[src/rtl/multicycle_control_if.sv]
// Bundle between the multi-cycle control FSM and the shared MIPS datapath.
// The controller drives the control word; the datapath supplies opcode and memory handshake.
interface multicycle_control_if #(
  parameter int CNT_W = 32
);
  logic [5:0]       op;
  logic             mem_ready;
  logic             PCWrite;
  logic             PCWriteCond;
  logic             IorD;
  logic             MemRead;
  logic             MemWrite;
  logic             IRWrite;
  logic             RegDst;
  logic             MemtoReg;
  logic             RegWrite;
  logic             ALUSrcA;
  logic [1:0]       ALUSrcB;
  logic             ExtZero;
  logic [1:0]       PCSource;
  logic [2:0]       ALU_op;
  logic             R_type;
  logic             illegal;
  logic [3:0]       state;
  logic [CNT_W-1:0] retired;

  modport master (
    input  op, mem_ready,
    output PCWrite, PCWriteCond, IorD, MemRead, MemWrite, IRWrite,
           RegDst, MemtoReg, RegWrite, ALUSrcA, ALUSrcB, ExtZero,
           PCSource, ALU_op, R_type, illegal, state, retired
  );

  modport slave (
    output op, mem_ready,
    input  PCWrite, PCWriteCond, IorD, MemRead, MemWrite, IRWrite,
           RegDst, MemtoReg, RegWrite, ALUSrcA, ALUSrcB, ExtZero,
           PCSource, ALU_op, R_type, illegal, state, retired
  );
endinterface

[src/rtl/multicycle_control.sv]
// Multi-cycle MIPS control FSM: sequences FETCH/DECODE/EXEC/MEM/WB over a shared
// memory and ALU, counts retired instructions and flags unknown opcodes.
module multicycle_control #(
  parameter int CNT_W = 32
) (
  input  logic                 clk,
  input  logic                 rst,
  multicycle_control_if.master bus
);

  localparam logic [3:0] S_FETCH   = 4'd0;
  localparam logic [3:0] S_DECODE  = 4'd1;
  localparam logic [3:0] S_MEM_ADR = 4'd2;
  localparam logic [3:0] S_MEM_RD  = 4'd3;
  localparam logic [3:0] S_MEM_WB  = 4'd4;
  localparam logic [3:0] S_MEM_WR  = 4'd5;
  localparam logic [3:0] S_R_EXEC  = 4'd6;
  localparam logic [3:0] S_R_WB    = 4'd7;
  localparam logic [3:0] S_BR      = 4'd8;
  localparam logic [3:0] S_I_EXEC  = 4'd9;
  localparam logic [3:0] S_I_WB    = 4'd10;
  localparam logic [3:0] S_JMP     = 4'd11;

  localparam logic [5:0] OP_R   = 6'b000000;
  localparam logic [5:0] OP_LW  = 6'b100011;
  localparam logic [5:0] OP_SW  = 6'b101011;
  localparam logic [5:0] OP_BEQ = 6'b000100;
  localparam logic [5:0] OP_ORI = 6'b001101;
  localparam logic [5:0] OP_LUI = 6'b001111;
  localparam logic [5:0] OP_J   = 6'b000010;

  logic [3:0]       state_reg, state_next;
  logic [CNT_W-1:0] retired_reg;
  logic             retire;

  logic       pc_write, pc_write_cond, i_or_d, mem_read, mem_write, ir_write;
  logic       reg_dst, mem_to_reg, reg_write, alu_src_a, ext_zero, r_type, illegal;
  logic [1:0] alu_src_b, pc_source;
  logic [2:0] alu_op;
  logic       is_ori;

  assign is_ori = (bus.op == OP_ORI);

  always_comb begin
    state_next    = S_FETCH;
    retire        = 1'b0;
    pc_write      = 1'b0;
    pc_write_cond = 1'b0;
    i_or_d        = 1'b0;
    mem_read      = 1'b0;
    mem_write     = 1'b0;
    ir_write      = 1'b0;
    reg_dst       = 1'b0;
    mem_to_reg    = 1'b0;
    reg_write     = 1'b0;
    alu_src_a     = 1'b0;
    alu_src_b     = 2'b00;
    ext_zero      = 1'b0;
    pc_source     = 2'b00;
    alu_op        = 3'b000;
    r_type        = 1'b0;
    illegal       = 1'b0;

    case (state_reg)
      S_FETCH: begin
        mem_read   = 1'b1;
        alu_src_b  = 2'b01;
        state_next = S_FETCH;
        // PC+4 and IR are only committed on the cycle the memory delivers.
        if (bus.mem_ready) begin
          ir_write   = 1'b1;
          pc_write   = 1'b1;
          state_next = S_DECODE;
        end
      end
      S_DECODE: begin
        alu_src_b = 2'b11;
        case (bus.op)
          OP_LW, OP_SW:   state_next = S_MEM_ADR;
          OP_R:           state_next = S_R_EXEC;
          OP_BEQ:         state_next = S_BR;
          OP_ORI, OP_LUI: state_next = S_I_EXEC;
          OP_J:           state_next = S_JMP;
          default: begin
            illegal    = 1'b1;
            state_next = S_FETCH;
          end
        endcase
      end
      S_MEM_ADR: begin
        alu_src_a  = 1'b1;
        alu_src_b  = 2'b10;
        state_next = (bus.op == OP_SW) ? S_MEM_WR : S_MEM_RD;
      end
      S_MEM_RD: begin
        mem_read   = 1'b1;
        i_or_d     = 1'b1;
        state_next = bus.mem_ready ? S_MEM_WB : S_MEM_RD;
      end
      S_MEM_WB: begin
        reg_write  = 1'b1;
        mem_to_reg = 1'b1;
        retire     = 1'b1;
      end
      S_MEM_WR: begin
        mem_write = 1'b1;
        i_or_d    = 1'b1;
        if (bus.mem_ready) begin
          retire     = 1'b1;
          state_next = S_FETCH;
        end else begin
          state_next = S_MEM_WR;
        end
      end
      S_R_EXEC: begin
        alu_src_a  = 1'b1;
        alu_op     = 3'b001;
        r_type     = 1'b1;
        state_next = S_R_WB;
      end
      S_R_WB: begin
        reg_write = 1'b1;
        reg_dst   = 1'b1;
        alu_op    = 3'b001;
        retire    = 1'b1;
      end
      S_BR: begin
        alu_src_a     = 1'b1;
        alu_op        = 3'b100;
        pc_write_cond = 1'b1;
        pc_source     = 2'b01;
        retire        = 1'b1;
      end
      S_I_EXEC, S_I_WB: begin
        // I_WB keeps the I_EXEC operand path so the ALU result stays stable for the write.
        alu_src_a  = 1'b1;
        alu_src_b  = 2'b10;
        ext_zero   = is_ori;
        alu_op     = is_ori ? 3'b010 : 3'b110;
        reg_write  = (state_reg == S_I_WB);
        retire     = (state_reg == S_I_WB);
        state_next = (state_reg == S_I_EXEC) ? S_I_WB : S_FETCH;
      end
      S_JMP: begin
        pc_write  = 1'b1;
        pc_source = 2'b10;
        retire    = 1'b1;
      end
      default: state_next = S_FETCH;
    endcase
  end

  always_ff @(posedge clk or posedge rst) begin
    if (rst) begin
      state_reg   <= S_FETCH;
      retired_reg <= '0;
    end else begin
      state_reg <= state_next;
      if (retire) begin
        retired_reg <= retired_reg + CNT_W'(1);
      end
    end
  end

  // Reset gates the control word combinationally so no enable survives a mid-instruction reset.
  assign bus.PCWrite     = pc_write      & ~rst;
  assign bus.PCWriteCond = pc_write_cond & ~rst;
  assign bus.IorD        = i_or_d        & ~rst;
  assign bus.MemRead     = mem_read      & ~rst;
  assign bus.MemWrite    = mem_write     & ~rst;
  assign bus.IRWrite     = ir_write      & ~rst;
  assign bus.RegDst      = reg_dst       & ~rst;
  assign bus.MemtoReg    = mem_to_reg    & ~rst;
  assign bus.RegWrite    = reg_write     & ~rst;
  assign bus.ALUSrcA     = alu_src_a     & ~rst;
  assign bus.ALUSrcB     = alu_src_b     & {2{~rst}};
  assign bus.ExtZero     = ext_zero      & ~rst;
  assign bus.PCSource    = pc_source     & {2{~rst}};
  assign bus.ALU_op      = alu_op        & {3{~rst}};
  assign bus.R_type      = r_type        & ~rst;
  assign bus.illegal     = illegal       & ~rst;
  assign bus.state       = state_reg;
  assign bus.retired     = retired_reg;

endmodule
[src/flat_wrapper.sv]
// flat-port wrapper written by rule: the top's interface ports become plain ports
module multicycle_control_flat 
#(
  parameter int CNT_W = 32
)
  (clk, rst, bus_op, bus_mem_ready, bus_PCWrite, bus_PCWriteCond, bus_IorD, bus_MemRead, bus_MemWrite, bus_IRWrite, bus_RegDst, bus_MemtoReg, bus_RegWrite, bus_ALUSrcA, bus_ALUSrcB, bus_ExtZero, bus_PCSource, bus_ALU_op, bus_R_type, bus_illegal, bus_state, bus_retired);
  multicycle_control_if #(.CNT_W(CNT_W)) bus_i ();
  input  logic clk;
  input  logic rst;
  input wire logic [$bits(bus_i.op)-1:0] bus_op;
  input wire logic [$bits(bus_i.mem_ready)-1:0] bus_mem_ready;
  output wire logic [$bits(bus_i.PCWrite)-1:0] bus_PCWrite;
  output wire logic [$bits(bus_i.PCWriteCond)-1:0] bus_PCWriteCond;
  output wire logic [$bits(bus_i.IorD)-1:0] bus_IorD;
  output wire logic [$bits(bus_i.MemRead)-1:0] bus_MemRead;
  output wire logic [$bits(bus_i.MemWrite)-1:0] bus_MemWrite;
  output wire logic [$bits(bus_i.IRWrite)-1:0] bus_IRWrite;
  output wire logic [$bits(bus_i.RegDst)-1:0] bus_RegDst;
  output wire logic [$bits(bus_i.MemtoReg)-1:0] bus_MemtoReg;
  output wire logic [$bits(bus_i.RegWrite)-1:0] bus_RegWrite;
  output wire logic [$bits(bus_i.ALUSrcA)-1:0] bus_ALUSrcA;
  output wire logic [$bits(bus_i.ALUSrcB)-1:0] bus_ALUSrcB;
  output wire logic [$bits(bus_i.ExtZero)-1:0] bus_ExtZero;
  output wire logic [$bits(bus_i.PCSource)-1:0] bus_PCSource;
  output wire logic [$bits(bus_i.ALU_op)-1:0] bus_ALU_op;
  output wire logic [$bits(bus_i.R_type)-1:0] bus_R_type;
  output wire logic [$bits(bus_i.illegal)-1:0] bus_illegal;
  output wire logic [$bits(bus_i.state)-1:0] bus_state;
  output wire logic [$bits(bus_i.retired)-1:0] bus_retired;
  assign bus_i.op = bus_op;
  assign bus_i.mem_ready = bus_mem_ready;
  assign bus_PCWrite = bus_i.PCWrite;
  assign bus_PCWriteCond = bus_i.PCWriteCond;
  assign bus_IorD = bus_i.IorD;
  assign bus_MemRead = bus_i.MemRead;
  assign bus_MemWrite = bus_i.MemWrite;
  assign bus_IRWrite = bus_i.IRWrite;
  assign bus_RegDst = bus_i.RegDst;
  assign bus_MemtoReg = bus_i.MemtoReg;
  assign bus_RegWrite = bus_i.RegWrite;
  assign bus_ALUSrcA = bus_i.ALUSrcA;
  assign bus_ALUSrcB = bus_i.ALUSrcB;
  assign bus_ExtZero = bus_i.ExtZero;
  assign bus_PCSource = bus_i.PCSource;
  assign bus_ALU_op = bus_i.ALU_op;
  assign bus_R_type = bus_i.R_type;
  assign bus_illegal = bus_i.illegal;
  assign bus_state = bus_i.state;
  assign bus_retired = bus_i.retired;
  multicycle_control #(.CNT_W(CNT_W)) u_core (.clk(clk), .rst(rst), .bus(bus_i));
endmodule
[config.mk]
export PLATFORM = sky130hd
export DESIGN_NAME = multicycle_control_flat
export DESIGN_NICKNAME = d
export VERILOG_FILES = /design/src/rtl/multicycle_control_if.sv /design/src/rtl/multicycle_control.sv /design/src/flat_wrapper.sv
export SDC_FILE = /design/constraint.sdc
export NUM_CORES = 1
export LEC_CHECK = 0
export CAP_MARGIN = 10
export CELL_PAD_IN_SITES_DETAIL_PLACEMENT = 1
export CELL_PAD_IN_SITES_GLOBAL_PLACEMENT = 1
export CORE_MARGIN = 2
export CORE_UTILIZATION = 38
export CTS_BUF_LIST = sky130_fd_sc_hd__clkbuf_8
export CTS_CLUSTER_DIAMETER = 30
export DETAILED_ROUTE_END_ITERATION = 7
export GPL_ROUTABILITY_DRIVEN = 0
export PLACE_DENSITY_LB_ADDON = 0.1
export SYNTH_ARGS = -nofsm -noshare
export SYNTH_HDL_FRONTEND = slang
export SYNTH_SLANG_ARGS = --single-unit
[constraint.sdc]
create_clock -name clk -period 3.81 [get_ports clk]
set_input_delay 0.762 -clock clk [delete_from_list [all_inputs] [get_ports clk]]
set_output_delay 0.762 -clock clk [all_outputs]
set_load 0.02 [all_outputs]
==> results.sh, run 1 <==
export IMPL_crit_chain="clkdlybuf4s50_1 > nor3_1 > a31oi_1 > nor3_1 > nor4b_1 > clkdlybuf4s50_1"
export IMPL_synth_edff_count=0
export IMPL_multi_input_area_sq_um=1120
export IMPL_syn_area_sq_um=2080
export IMPL_tightest_slew_ns=1.20
export IMPL_status="complete, no violations"
export IMPL_grt_usage_pct=19.5
export IMPL_hold_viol_final=0
export IMPL_clock_path_buffers=2
export IMPL_placed_area_sq_um=2790
export IMPL_grt_pass1_vias=1925
export IMPL_cts_resized=0
export IMPL_crit_path_start_kind="input pin"
export IMPL_dieArea_sq_um=6080
export IMPL_slew_viol_final=0
export IMPL_synthFlopType="dfrtp_1"
export IMPL_core_region_area_sq_um=5200
export IMPL_antenna_found_initial=0
export IMPL_ioPinCount=65
export IMPL_drt_iter0_markers=76
export IMPL_cellLeakagePower_nw=1.24
export IMPL_numPortBuffers=64
export IMPL_setup_viol=0
export IMPL_clock_fmax_mhz=299
export IMPL_syn_area_per_cell_sq_um=9.24
export IMPL_vias=1913
export IMPL_wirelength_um=5630
export IMPL_tns_ns=0
export IMPL_holdWs_ns=0.483
export IMPL_ctsHoldBuffers=0
export IMPL_fin_skew_ns=0.00671
export IMPL_max_stage_delay_ns=0.66
export IMPL_drt_vias_per_instance=5.31
export IMPL_dieHeight_um=78.0
export IMPL_largest_reg_flops=32
export IMPL_cts_buffers=5
export IMPL_slowest_stage="clkdlybuf4s50_1"
export IMPL_grt_max_degree=29
export IMPL_worst_slack_ns=0.463
export IMPL_synth_nets=235
export IMPL_peakVddDrop_mv=0.197
export IMPL_ant_nets=0
export IMPL_grt_ovfl_total=0
export IMPL_max_cap_violations=0
export IMPL_nets=300
export IMPL_seq_area_sq_um=901
export IMPL_yosysTopAreaCellShare_pct=43.3
export IMPL_ys_seq_elements=36
export IMPL_syn_inst=225
export IMPL_clk_latency_ns=0.28
export IMPL_drt_pre_antenna_iters=4
export IMPL_cts_root_buf="clkbuf_8"
export IMPL_final_core_utilization_pct=55.0
export IMPL_synth_area_leaders="dfrtp_1, xor2_1, xnor2_1"
export IMPL_required_ns=3.05
export IMPL_stdcell_area_sq_um=2860
export IMPL_dp_slack_ns=0.460
export IMPL_cp_max_fo=7
export IMPL_cts_setup_buffers=0
export IMPL_drc=0
export IMPL_htree_levels=2
export IMPL_ys_types=43
export IMPL_std_cell_rows=26
export IMPL_cts_tree="built"
export IMPL_async_flop_share_pct=100
export IMPL_num_antenna_cells=0
export IMPL_initial_core_util_pct=39.9
export IMPL_cp_arrival_ns=2.59
export IMPL_clk_pin_slew_ns=0.07
export IMPL_layout_drive_gt1_share_pct=6.55
export IMPL_seq_area_frac_synth_pct=43.3
export IMPL_critPathKind="input pin to output port"
export IMPL_routedWlPerCell_um=15.6
export IMPL_cts_sinks=36
export IMPL_powerDensity_nw_per_um2=410
export IMPL_yosys_warnings=0
export IMPL_place_hpwl_um=4170
export IMPL_grt_pass1_wl_um=9540
export IMPL_relSlewSlack_pct=19.0
export IMPL_area_growth_pct=37.8
export IMPL_rsz0062_at_grt="no"
export IMPL_timing_final_crit_share_pct=87.9
export IMPL_yosys_area_top_type="dfrtp_1"
export IMPL_num_fill_cells=612
export IMPL_hp_class="register to register"
export IMPL_die_x_um=78.0
export IMPL_end_kind="output port"
export IMPL_finalCriticalPeriod_ns=3.35
-- synth_stat cells (2+ instances only) --
| cell | instances |
|---|---|
| nor4_1 | 11 |
| dfrtp_1 | 36 |
| o31ai_1 | 2 |
| nand2b_1 | 2 |
| xnor2_1 | 13 |
| and2_1 | 4 |
| nand2_1 | 26 |
| and3_2 | 4 |
| nor2b_1 | 4 |
| nor2_1 | 13 |
| and3_1 | 2 |
| o21ai_0 | 5 |
| clkbuf_1 | 6 |
| nor4_2 | 2 |
| inv_1 | 6 |
| a21oi_1 | 3 |
| xor2_1 | 20 |
| nand3_1 | 13 |
| a31oi_1 | 2 |
| nor3_1 | 18 |
| and4_1 | 2 |
| nand4_1 | 10 |
-- cell usage in the layout (no fill, tap or decap), types with 2 or more instances in the layout --
master           count
and3_2               4
o21ai_0              5
nor4_2               2
a31oi_1              2
xor2_1              20
and2_1               4
nand3_1             13
o31ai_1              2
dfrtp_1             36
a21oi_1              3
nor2_1              13
nor4_1              11
inv_1                7
buf_4                2
nand2_1             26
and3_1               2
nor2b_1              4
xnor2_1             13
clkdlybuf4s50_1     64
nor3_1              18
and4_1               2
nand4_1             10
clkbuf_8             5
nand2b_1             2
-- metal layers --
| layer | share of wire [%] | routed length (um) | vias to the layer above | track usage, % |
|---|---|---|---|---|
| met3 | 3.4 | 189 | 6 | 3.49 |
| met2 | 44 | 2460 | 44 | 29.9 |
| li1 | - | - | 931 | - |
| met4 | 0.83 | 47 | 0 | 3.86 |
| met5 | 0 | 0 | - | 0 |
| met1 | 52 | 2940 | 932 | 29.0 |
-- final cells by class --
class                      count  share of cell area (%)
clock inverter                 2                   0.306
sequential                    36                    31.5
timing repair buffer          66                    22.9
multi-input combinational    175                    39.1
inverter                       6                   0.786
clock buffer                   5                    2.40
tap                           70                    3.06
-- cells by family (layout without fill, tap and decap cells) --
family          after synthesis  count (layout)  share of synthesized area [%]
compound gates               23              23                           7.83
buf+inv                      14              79                           2.77
flops                        36              36                           43.3
simple gates                118             118                           31.5
xor+xnor                     33              33                           13.9
fa+ha+maj                     1               1                          0.602
-- final timing paths --
| path | from | to | depth (start not counted) | slack (ns) |
|---|---|---|---|---|
| setup / recovery | bus_op[0] | bus_illegal | 6 | 0.46 |
| hold / removal | u_core.bus.retired[31] | u_core.bus.retired[31] | 1 | 0.48 |
| setup reg to reg | u_core.bus.retired[2] | u_core.bus.retired[25] | 5 | 1.49 |
| hold reg to reg | u_core.bus.retired[31] | u_core.bus.retired[31] | 1 | 0.48 |
| max in group asynchronous | rst | u_core.bus.retired[24] | 4 | 2.31 |
| min in group asynchronous | rst | u_core.bus.retired[2] | 3 | 0.92 |
-- through the flow --
step / power [mW] / cells
after floorplan: 0.742 / 225
final: 1.18 / 360
after CTS: 1.19 / 360
after global routing: 1.24 / 360
after detailed placement: 0.935 / 353
after global placement: 0.926 / 353
-- report_power, final --
part | switching, mW | total, mW | internal (mW) | leakage (nW)
combinational | 0.239 | 0.434 | 0.194 | 0.705
clock | 0.128 | 0.250 | 0.122 | 0.0452
sequential | 0.0792 | 0.492 | 0.413 | 0.489
total | 0.447 | 1.18 | 0.729 | 1.24
-- worst max-delay path: cells and delay by family --
family,cells,cell delay (ns)
buffers and inverters,2,1.23
AND/OR/NAND/NOR,3,0.44
AO/OA/AOI/OAI,1,0.15
Note: power is estimated with default switching activity, not from simulation.
==> run 2: changes to the inputs <==
--- a/config.mk
+++ b/config.mk
@@ -15,6 +15,7 @@
 export DETAILED_ROUTE_END_ITERATION = 7
 export GPL_ROUTABILITY_DRIVEN = 0
 export PLACE_DENSITY_LB_ADDON = 0.1
+export REMOVE_ABC_BUFFERS = 1
 export SYNTH_ARGS = -nofsm -noshare
 export SYNTH_HDL_FRONTEND = slang
 export SYNTH_SLANG_ARGS = --single-unit
==> results.sh, run 2 (synthesis results as in run 1) <==
export IMPL_ctsHoldBuffers=0
export IMPL_grt_pass1_vias=1934
export IMPL_reg2reg_from="u_core.bus.retired[2]"
export IMPL_worstReg2RegEnd="u_core.bus.retired[24]"
export IMPL_clk_pin_slew_ns=0.07
export IMPL_timing_final_crit_share_pct=88.2
export IMPL_powerDensity_nw_per_um2=439
export IMPL_wirelength_um=5910
export IMPL_vias=1924
export IMPL_area_growth_pct=38.9
export IMPL_drt_iter0_markers=61
export IMPL_multi_input_area_sq_um=1120
export IMPL_initial_core_util_pct=39.9
export IMPL_clock_path_buffers=2
export IMPL_critPathKind="input pin to output port"
export IMPL_seq_area_sq_um=901
export IMPL_die_x_um=78.0
export IMPL_timing_reg2reg_worst_path_depth=5
export IMPL_final_common_cell="clkdlybuf4s50_1"
export IMPL_holdPathEnd="u_core.bus.retired[31]"
export IMPL_crit_path_start_kind="input pin"
export IMPL_routedWlPerCell_um=16.4
export IMPL_cp_max_fo=7
export IMPL_cts_root_buf="clkbuf_8"
export IMPL_hold_start="u_core.bus.retired[31]"
export IMPL_num_antenna_cells=0
export IMPL_fin_skew_ns=0.00882
export IMPL_core_region_area_sq_um=5200
export IMPL_drc=0
export IMPL_tns_ns=0
export IMPL_hold_path_depth=1
export IMPL_layout_drive_gt1_share_pct=6.55
export IMPL_largest_reg_flops=32
export IMPL_drt_vias_per_instance=5.34
export IMPL_final_cell_mix="clkdlybuf4s50_1, dfrtp_1, nand2_1, xor2_1, nor3_1"
export IMPL_fin_cells=360
export IMPL_ioPinCount=65
export IMPL_cellLeakagePower_nw=1.25
export IMPL_peakVddDrop_mv=0.205
export IMPL_drt_pre_antenna_iters=4
export IMPL_slew_viol_final=0
export IMPL_htree_levels=2
export IMPL_nets=299
export IMPL_stdcell_area_sq_um=2890
export IMPL_numPortBuffers=64
export IMPL_tightest_slew_ns=1.04
export IMPL_cts_sinks=36
export IMPL_dieArea_sq_um=6080
export IMPL_grt_ovfl_total=0
export IMPL_placed_area_sq_um=2780
export IMPL_required_ns=3.05
export IMPL_status="complete, no violations"
export IMPL_max_cap_violations=0
export IMPL_rsz0062_at_grt="no"
export IMPL_grt_max_degree=37
export IMPL_cts_tree="built"
export IMPL_std_cell_rows=26
export IMPL_hp_class="register to register"
export IMPL_grt_pass1_wl_um=9740
export IMPL_clk_latency_ns=0.30
export IMPL_clock_fmax_mhz=298
export IMPL_dp_cells=352
export IMPL_hold_viol_final=0
export IMPL_relSlewSlack_pct=29.8
export IMPL_dieHeight_um=78.0
export IMPL_cts_resized=0
export IMPL_ant_nets=0
export IMPL_antenna_found_initial=0
export IMPL_num_fill_cells=602
export IMPL_cp_arrival_ns=2.60
export IMPL_cts_setup_buffers=0
export IMPL_grt_usage_pct=20.2
export IMPL_setup_viol=0
export IMPL_cts_buffers=5
export IMPL_end_kind="output port"
export IMPL_r2r_slack_ns=1.58
export IMPL_place_hpwl_um=4330
export IMPL_finalCriticalPeriod_ns=3.36
[run 2: cell count changes in the layout (fill, tap and decap cells not counted), sizes merged]
cell,previous run,this run
buf,2,1
bufinv,0,1
[run 2: worst max-delay path by stage]
| stage | startpoint | endpoint | slack (ns) | depth (start not counted) |
|---|---|---|---|---|
| after floorplan | rst | bus_MemtoReg | 0.71 | 3 |
| after global placement | bus_op[0] | bus_illegal | 0.49 | 6 |
| after detailed placement | bus_op[0] | bus_illegal | 0.44 | 6 |
| after CTS | bus_op[0] | bus_illegal | 0.44 | 6 |
| after global routing | bus_op[0] | bus_illegal | 0.27 | 6 |
| final | bus_op[0] | bus_illegal | 0.45 | 6 |
[run 2: critical path: stages]
cell and delay, ns:
clkdlybuf4s50_1 0.58, nor3_1 0.10, a31oi_1 0.15, nor3_1 0.08, nor4b_1 0.28, clkdlybuf4s50_1 0.65
[run 2: per-layer routing]
metal	GRT usage, %	share of wire, %	vias to the layer above
met4	6.49	1.6	0
met3	3.72	3.4	11
met1	28.6	50	938
met5	0	0	-
met2	31.4	45	39
li1	-	-	936
[run 2: layout make-up]
type | count | area share [%]
clock inverters | 3 | 1.34
flip-flops and latches | 36 | 31.2
inverters | 6 | 0.780
repair buffers | 65 | 22.5
multi-input cells | 175 | 38.8
clock buffers | 5 | 2.38
well taps | 70 | 3.03
[run 2: power breakdown]
group          switching (mW)  internal, mW
Sequential             0.0801         0.413
Combinational           0.244         0.193
Clock                   0.145         0.192
Total                   0.469         0.798
[run 2: stage by stage]
| step | util, % | total power [mW] | hold slack [ns] | worst slack (ns) |
|---|---|---|---|---|
| after floorplan | - | 0.731 | 0.578 | 0.709 |
| after global placement | 53.4 | 0.927 | 0.461 | 0.492 |
| after detailed placement | 53.4 | 0.938 | 0.467 | 0.440 |
| after CTS | 55.5 | 1.27 | 0.480 | 0.439 |
| after global routing | 55.5 | 1.33 | 0.503 | 0.267 |
| final | 55.5 | 1.27 | 0.476 | 0.449 |
==> run 3: changes to the inputs <==
--- a/config.mk
+++ b/config.mk
@@ -15,6 +15,7 @@
 export DETAILED_ROUTE_END_ITERATION = 7
 export GPL_ROUTABILITY_DRIVEN = 0
 export PLACE_DENSITY_LB_ADDON = 0.1
+export RECOVER_POWER = 50
 export REMOVE_ABC_BUFFERS = 1
 export SYNTH_ARGS = -nofsm -noshare
 export SYNTH_HDL_FRONTEND = slang
==> results.sh, run 3 (synthesis results as in run 1) <==
export IMPL_final_core_utilization_pct=55.2
export IMPL_num_fill_cells=603
export IMPL_ioPinCount=65
export IMPL_clock_path_buffers=2
export IMPL_powerDensity_nw_per_um2=436
export IMPL_drt_vias_per_instance=5.35
export IMPL_cts_sinks=36
export IMPL_stdcell_area_sq_um=2880
export IMPL_cellLeakagePower_nw=1.31
export IMPL_largest_reg_flops=32
export IMPL_max_cap_violations=1
export IMPL_clk_pin_slew_ns=0.07
export IMPL_num_antenna_cells=0
export IMPL_cts_resized=0
export IMPL_finalCriticalPeriod_ns=3.44
export IMPL_cp_arrival_ns=2.68
export IMPL_seq_power_share_pct=39.3
export IMPL_comb_power_share_pct=33.8
export IMPL_end_kind="output port"
export IMPL_clock_fmax_mhz=291
export IMPL_drc=0
export IMPL_ctsHoldBuffers=0
export IMPL_numPortBuffers=64
export IMPL_violations="max-capacitance violations, max-slew violations"
export IMPL_grt_use_met3_pct=3.72
export IMPL_dieHeight_um=78.0
export IMPL_timing_final_crit_share_pct=90.3
export IMPL_routedWlPerCell_um=16.4
export IMPL_wirelength_um=5890
export IMPL_layout_drive_gt1_share_pct=5.86
export IMPL_cts_setup_buffers=0
export IMPL_required_ns=3.05
export IMPL_p_sw_mw=0.467
export IMPL_clkPwrFrac_pct=26.9
export IMPL_power_mw=1.25
export IMPL_grt_ovfl_total=0
export IMPL_cts_tree="built"
export IMPL_initial_core_util_pct=39.9
export IMPL_grt_pass1_wl_um=9740
export IMPL_antenna_found_initial=0
export IMPL_vias=1927
export IMPL_peakVddDrop_mv=0.205
export IMPL_dp_slack_ns=0.440
export IMPL_placed_area_sq_um=2780
export IMPL_slowest_stage="clkdlybuf4s50_1"
export IMPL_core_region_area_sq_um=5200
export IMPL_final_cell_mix="clkdlybuf4s50_1, dfrtp_1, nand2_1, dlygate4sd3_1, xor2_1"
export IMPL_tightest_slew_ns=1.93
export IMPL_crit_path_start_kind="input pin"
export IMPL_use_met2_pct=31.4
export IMPL_worst_slack_ns=0.371
export IMPL_htree_levels=2
export IMPL_grt_usage_pct=20.2
export IMPL_drt_pre_antenna_iters=4
export IMPL_max_stage_delay_ns=0.62
export IMPL_fin_skew_ns=0.00859
export IMPL_cts_root_buf="clkbuf_8"
export IMPL_crit_chain="dlygate4sd3_1 > nor2_1 > nand2_1 > nor3_1 > o21bai_1 > clkdlybuf4s50_1"
export IMPL_cp_max_fo=5
export IMPL_globalRouteMet1Util_pct=28.6
export IMPL_fin_cells=360
export IMPL_dp_cells=352
export IMPL_cts_buffers=5
export IMPL_slew_viol_final=37
export IMPL_area_growth_pct=38.4
export IMPL_final_common_cell="clkdlybuf4s50_1"
export IMPL_grt_max_degree=37
export IMPL_std_cell_rows=26
export IMPL_drt_iter0_markers=64
export IMPL_rsz0062_at_grt="no"
export IMPL_critPathKind="input pin to output port"
export IMPL_ant_nets=0
export IMPL_hold_viol_final=0
export IMPL_top_usage_layer="met2"
export IMPL_dieArea_sq_um=6080
export IMPL_hp_class="register to register"
export IMPL_die_x_um=78.0
export IMPL_setup_viol=0
export IMPL_clk_latency_ns=0.30
export IMPL_place_hpwl_um=4330
export IMPL_nets=299
export IMPL_swShare_pct=37.2
export IMPL_holdWs_ns=0.471
export IMPL_grt_pass1_vias=1934
export IMPL_relSlewSlack_pct=-28.5
export IMPL_status="finished, violations left"
export IMPL_tns_ns=0
export IMPL_intPower_mw=0.788
run 3: metal layers:
layer / part of all wire, % / vias to the layer above
met1: 50 / 939
met2: 45 / 39
li1: - / 938
met4: 1.6 / 0
met5: 0 / -
met3: 3.4 / 11
run 3: layout make-up:
| class | count | area, sq um | area share [%] |
|---|---|---|---|
| clock buffers | 5 | 68.8 | 2.39 |
| inverters | 6 | 22.5 | 0.783 |
| repair buffers | 65 | 644 | 22.4 |
| well taps | 70 | 87.6 | 3.05 |
| multi-input cells | 175 | 1110 | 38.7 |
| flip-flops and latches | 36 | 901 | 31.3 |
| clock inverters | 3 | 38.8 | 1.35 |
run 3: power groups by stage:
stage	registers [mW]	clock network (mW)	logic, mW
after floorplan	0.515	0	0.216
after global placement	0.496	0	0.430
after detailed placement	0.499	0	0.439
after CTS	0.492	0.338	0.443
after global routing	0.503	0.355	0.459
final	0.493	0.338	0.424
run 3: path summary, 6_finish.rpt:
kind | from | to | slack, ns | cells past startpoint
max in group asynchronous | rst | u_core.bus.retired[27] | 0.91 | 3
worst max-delay path | rst | bus_ALU_op[2] | 0.37 | 6
min in group asynchronous | rst | u_core.bus.retired[4] | 1.79 | 3
worst min-delay path | u_core.bus.retired[31] | u_core.bus.retired[31] | 0.47 | 1
worst min register to register | u_core.bus.retired[31] | u_core.bus.retired[31] | 0.47 | 1
worst max register to register | u_core.bus.state[1] | u_core.bus.retired[21] | 1.40 | 5
run 3: worst max-delay path: cells and delay by family:
kind,cells,cell delay (ns)
AOI/OAI and AO/OA,1,0.16
buffers and inverters,2,1.22
and+or+nand+nor,3,0.53
==> patch 1 (flow settings as in run 3) <==
`CNT_W` is set to 32 in 3 places; all go to 16.
--- a/src/rtl/multicycle_control_if.sv
+++ b/src/rtl/multicycle_control_if.sv
@@ -2,5 +2,5 @@
 // The controller drives the control word; the datapath supplies opcode and memory handshake.
 interface multicycle_control_if #(
-  parameter int CNT_W = 32
+  parameter int CNT_W = 16
 );
   logic [5:0]       op;
--- a/src/rtl/multicycle_control.sv
+++ b/src/rtl/multicycle_control.sv
@@ -2,5 +2,5 @@
 // memory and ALU, counts retired instructions and flags unknown opcodes.
 module multicycle_control #(
-  parameter int CNT_W = 32
+  parameter int CNT_W = 16
 ) (
   input  logic                 clk,
--- a/src/flat_wrapper.sv
+++ b/src/flat_wrapper.sv
@@ -2,5 +2,5 @@
 module multicycle_control_flat 
 #(
-  parameter int CNT_W = 32
+  parameter int CNT_W = 16
 )
   (clk, rst, bus_op, bus_mem_ready, bus_PCWrite, bus_PCWriteCond, bus_IorD, bus_MemRead, bus_MemWrite, bus_IRWrite, bus_RegDst, bus_MemtoReg, bus_RegWrite, bus_ALUSrcA, bus_ALUSrcB, bus_ExtZero, bus_PCSource, bus_ALU_op, bus_R_type, bus_illegal, bus_state, bus_retired);
Interface: changed (resized bus_retired); port bits go from 65 to 49. The function was not compared with the original's and may differ.
==> patch 1 against run 3 <==
  * Count of clock-buffer cells in the layout is 2 lower
  * Critical endpoint is now bus_IRWrite
  * Fmax is 4.2% lower
  * Largest power group is now combinational logic
  * Sequential power is 32% lower
  * Sequential cell count is 16 lower
  * Routed wire length is 29% lower
  * Final area is 33% lower
  * Setup slack worse by 150 ps
  * Total power is 21% lower
  * Non-clock buffer count is 16 lower
  * Synthesized area is 34% lower
==> patch 1: results (changes against run 3) <==
Setup path
  • CP peak stage delay: 660 ps (+40 ps)
  • Crit path arrival time: 2830 ps (+150 ps)
  • Critical path's slowest cell: clkdlybuf4s50_1
  • Cell count of the worst reg-to-reg path: 4 (-1)
  • Cell type group with the largest total delay on the critical path: buffers and inverters
  • Critical Path Fanout Max: 7 (+2)

Yosys
  • Unique masters post-synth: 41 (-4.7%)
  • Synth top cells by count: dfrtp_1, nand2_1, nor2_1, nand3_1
  • Synth area leaders: dfrtp_1, xnor2_1, xor2_1
  • Async set-reset flop share out of synthesis: 1.00 (unchanged)
  • Number of synthesized flops with an enable pin: 0 (unchanged)
  • Seq/Total Area, Yosys: 0.368 (-0.0658)
  • Avg Cell Area, Syn: 8.73 um2 (-5.5%)

Final layout
  • Layout net count: 212 (-29%)
  • Share of cells above drive strength 1: 0.0498 (-0.00887)
  • Diode count: 0 (unchanged)
  • Max reg flops: 16 (-50%)
  • Non-filler cells, final: 247 (-31%)

Global routing
  • Met2 Track Usage GR: 0.379 (+0.0651)
  • Initial antenna violation count: 0 (unchanged)
  • Gr usage total: 0.218 (+0.0156)
  • Met1 usage: 0.280 (-0.00634)
  • Largest net degree at the start of global routing: 22 (-41%)
  • Vias in the first global route: 1454 (-25%)
  • First-pass GRT wire length: 7.13 mm (-27%)
  • M3 GR Usage: 0.0440 (+0.00680)

Placement
  • Port Buffer Count: 48 (-25%)
  • Post-DP HPWL: 3.07 mm (-29%)
  • Placed instance area: 1870 um2 (-33%)
  • Post-Place Cells: 243 (-31%)
  • DP Worst Slack: 325 ps (-115 ps)

Clock tree
  • Setup Fix Bufs, Post-CTS: 0 (unchanged)
  • Worst-skew pair later-pin latency: 260 ps (-40 ps)
  • CTS H-tree lvls: 1 (-1)
  • Worst-path clk slew: 70 ps (about the same)
  • Total CTS buffers: 3 (-2)

Route
  • Top Metal Used: met4
  • Met1 wire length: 1.89 mm (-36%)
  • DRT Pass-1 Iters: 6 (+2)
  • Met3 WL: 146 um (-28%)
  • Vias: 1381 (-28%)
  • Metal2 WL: 2.16 mm (-18%)
  • DRT Wirelength: 4.21 mm (-29%)
  • DR iter-0 viols: 43 (-33%)

Min path
  • Hold Path Stages: 1 (unchanged)
  • Min-Delay Path Class: reg -> reg

Pwr
  • Maximum vdd drop: 0.000342 V (+67%)
  • Leak Pwr: 0.000794 uW (-39%)

Status
  • Run status: completed

STA
  • Max Slew Vio Count: 0 (-100%)
  • Worst slew margin: 0.239 (+0.524)
  • Skew final: 5.51 ps (-3.09 ps)
patch 1: cell types whose count changed after synthesis, sizes merged, moves of 3 or more:
cell / change
dfrtp: -16
xor2: -12
nand2: -11
nor3: -9
nor4: -7
a211oi: +4
and3: -4
nand3: -4
nand4: -4
xnor2: -4
and2: -3
patch 1: power by group:
group          switching, uW  total (uW)  leakage [uW]  internal [uW]
sequential              91.6         335      0.000272            243
clock                   74.1         214     0.0000357            140
combinational            251         443      0.000487            191
total                    417         992      0.000794            575
patch 1: worst paths after layout:
check	to	from	slack, ps
max in group asynchronous	u_core.bus.retired[5]$_DFFE_PP0P_	rst	1680
worst max register to register	u_core.bus.retired[1]$_DFFE_PP0P_	u_core.bus.state[2]$_DFF_PP0_	1280
worst min register to register	u_core.bus.retired[15]$_DFFE_PP0P_	u_core.bus.retired[15]$_DFFE_PP0P_	480
worst max-delay path	bus_IRWrite	rst	220
worst min-delay path	u_core.bus.retired[15]$_DFFE_PP0P_	u_core.bus.retired[15]$_DFFE_PP0P_	480
min in group asynchronous	u_core.bus.state[0]$_DFF_PP0_	rst	1450
patch 1: cell type report:
type                       count  area, um2
multi-input combinational    124        801
clock inverter                 1       30.0
fill                         404       1460
timing repair buffer          49        484
clock buffer                   3       41.3
sequential                    20        500
inverter                       4       15.0
tap                           46       57.6
patch 1: logic make-up (layout without fill, tap and decap cells):
group / count (synthesis) / in the layout / share of synthesized area
AOI/OAI and AO/OA: 24 / 24 / 0.143
muxes: 1 / 1 / 0.00827
adders and majority gates: 1 / 1 / 0.00919
buffers and inverters: 12 / 57 / 0.0414
xor gates and xnor gates: 17 / 17 / 0.109
and+or+nand+nor: 81 / 81 / 0.321
DFF: 20 / 20 / 0.368
==> patch 2 (flow settings as in run 3) <==
Made on the original files. Make the reset (`rst`) synchronous in one clocked block.
--- a/src/rtl/multicycle_control.sv
+++ b/src/rtl/multicycle_control.sv
@@ -151,5 +151,5 @@
   end
 
-  always_ff @(posedge clk or posedge rst) begin
+  always_ff @(posedge clk) begin
     if (rst) begin
       state_reg   <= S_FETCH;
Function: differs if rst is asserted again (counterexample within 4 cycles, from zero or initial values and one cycle with rst high); with rst held inactive, the same outputs for 10 cycles.
==> patch 2 against run 3 <==
  * Count of clock-buffer cells in the layout is 1 higher
  * Final area is 1.2% higher
  * Register-to-register slack worse by 260 ps
  * Setup slack worse by 180 ps
  * Sequential cell count stayed put
  * Synthesized area is 4.8% higher
  * Clock skew is 1.8 ps higher
  * Routed wire length is 5.8% higher
  * Core utilization is 2.4 points lower
  * Critical path depth is 1 lower
  * Die area is 4.5% higher
  * Largest cell class unchanged
Power is not compared: it rests on default switching activity, and its combinational part moved more than twofold at a synthesized area within 25%.
==> patch 2: results (changes against run 3) <==
Yosys
  • Yosys warnings: 0 (unchanged)
  • Post-synthesis mux area share: 0.0190 (+0.0190)
  • Async set-reset flop share out of synthesis: 0 (-1.00)
  • Synth top cells by count: dfxtp_1, nor2_1, a21oi_1, nand2_1, o21ai_0
  • Compound-Gate Fraction of Synth Area: 0.167 (+0.0890)
  • Mapped Cells: 276 (+23%)
  • Synth area leaders: dfxtp_1, nor2_1, a21oi_1
  • Unique masters post-synth: 57 (+33%)
  • Synth Area in XOR/XNOR: 0.0523 (-0.0868)
  • Seq/Total Area, Yosys: 0.331 (-0.102)
  • Synth Area in Adders: 0.00575 (-0.000273)

Final layout
  • Design Area, Final: 2910 um2 (+1.2%)
  • Signal inverters: 4 (-2)
  • NonClk Buf Share: 0.227 (+0.00246)
  • Multi-In Gates: 221 (+26%)
  • Plain + repair buffers: 67 (+3.1%)
  • Diode count: 0 (unchanged)
  • Sequential Area: 721 um2 (-20%)
  • # fillers: 683 (+13%)
  • Clkbuf count: 6 (+1)
  • Layout net count: 345 (+15%)
  • Max reg flops: 32 (unchanged)
  • Footprint of the multi-input gates: 1330 um2 (+19%)
  • Share of cells above drive strength 1: 0.0625 (+0.00388)
  • Clk cell area share: 0.0331 (-0.00432)

Clock tree
  • Clk buf depth: 2 (unchanged)
  • Worst-skew pair later-pin latency: 300 ps (about the same)
  • Worst-path clk slew: 80 ps
  • Total CTS buffers: 5 (unchanged)
  • CTS H-tree lvls: 2 (unchanged)
  • CTS Root Cell: clkbuf_8

Pwr
  • Leak Pwr: 0.00104 uW
  • Clock power frac: 0.404
  • Int Pwr: 551 uW

Global routing
  • Largest net degree at the start of global routing: 35 (-5.4%)
  • Vias in the first global route: 2223 (+15%)
  • Gr usage total: 0.202 (about the same)
  • First-pass GRT wire length: 10.2 mm (+4.8%)

Placement
  • Port Buffer Count: 64 (unchanged)
  • Post-DP HPWL: 4.65 mm (+7.2%)
  • Post-Place Cells: 400 (+14%)
  • DP Worst Slack: 222 ps (-218 ps)
  • Placed instance area: 2830 um2 (+1.9%)

Setup path
  • Critical Path Fanout Max: 2 (-3)
  • Cell type group with the largest total delay on the critical path: buffers and inverters
  • Critical path's slowest cell: dlygate4sd3_1
  • Crit path arrival time: 2860 ps (+180 ps)
  • CP peak stage delay: 560 ps (-60 ps)

Floorplanning
  • Tap Cells: 72 (+2.9%)

Route
  • DRT Wirelength: 6.23 mm (+5.8%)
  • DRT Pass-1 Iters: 4 (unchanged)
  • Vias: 2277 (+18%)
  • Vias per Instance: 5.58 (+4.3%)
  • DR iter-0 viols: 115 (+80%)

Status
  • Run status: completed

STA
  • Worst slew margin: 0.585 (+0.869)
  • Skew final: 10.4 ps (+1.80 ps)
patch 2: cell count changes after synthesis, sizes merged, moves of 6 or more:
cell,run 3,this run
or3,1,16
a21oi,3,23
xor2,20,6
nand2,26,20
nand4,10,16
xnor2,13,7
dfrtp,36,0
o21ai,5,20
nor3,18,6
dfxtp,0,36
nor2,13,31
patch 2: per-layer routing:
metal,GRT usage,part of all wire
met5,0,0
met4,0.0655,0.013
met3,0.0498,0.038
met2,0.331,0.47
met1,0.260,0.48
patch 2: path summary, 6_finish.rpt:
kind / start / to / slack (ps) / depth (start not counted)
worst max-delay path: bus_op[2] / bus_illegal / 190 / 5
worst min-delay path: u_core.bus.retired[31]$_SDFFE_PP0P_ / u_core.bus.retired[31]$_SDFFE_PP0P_ / 500 / 2
worst max register to register: u_core.bus.state[1]$_SDFF_PP0_ / u_core.bus.retired[29]$_SDFFE_PP0P_ / 1140 / 5
worst min register to register: u_core.bus.retired[31]$_SDFFE_PP0P_ / u_core.bus.retired[31]$_SDFFE_PP0P_ / 500 / 2
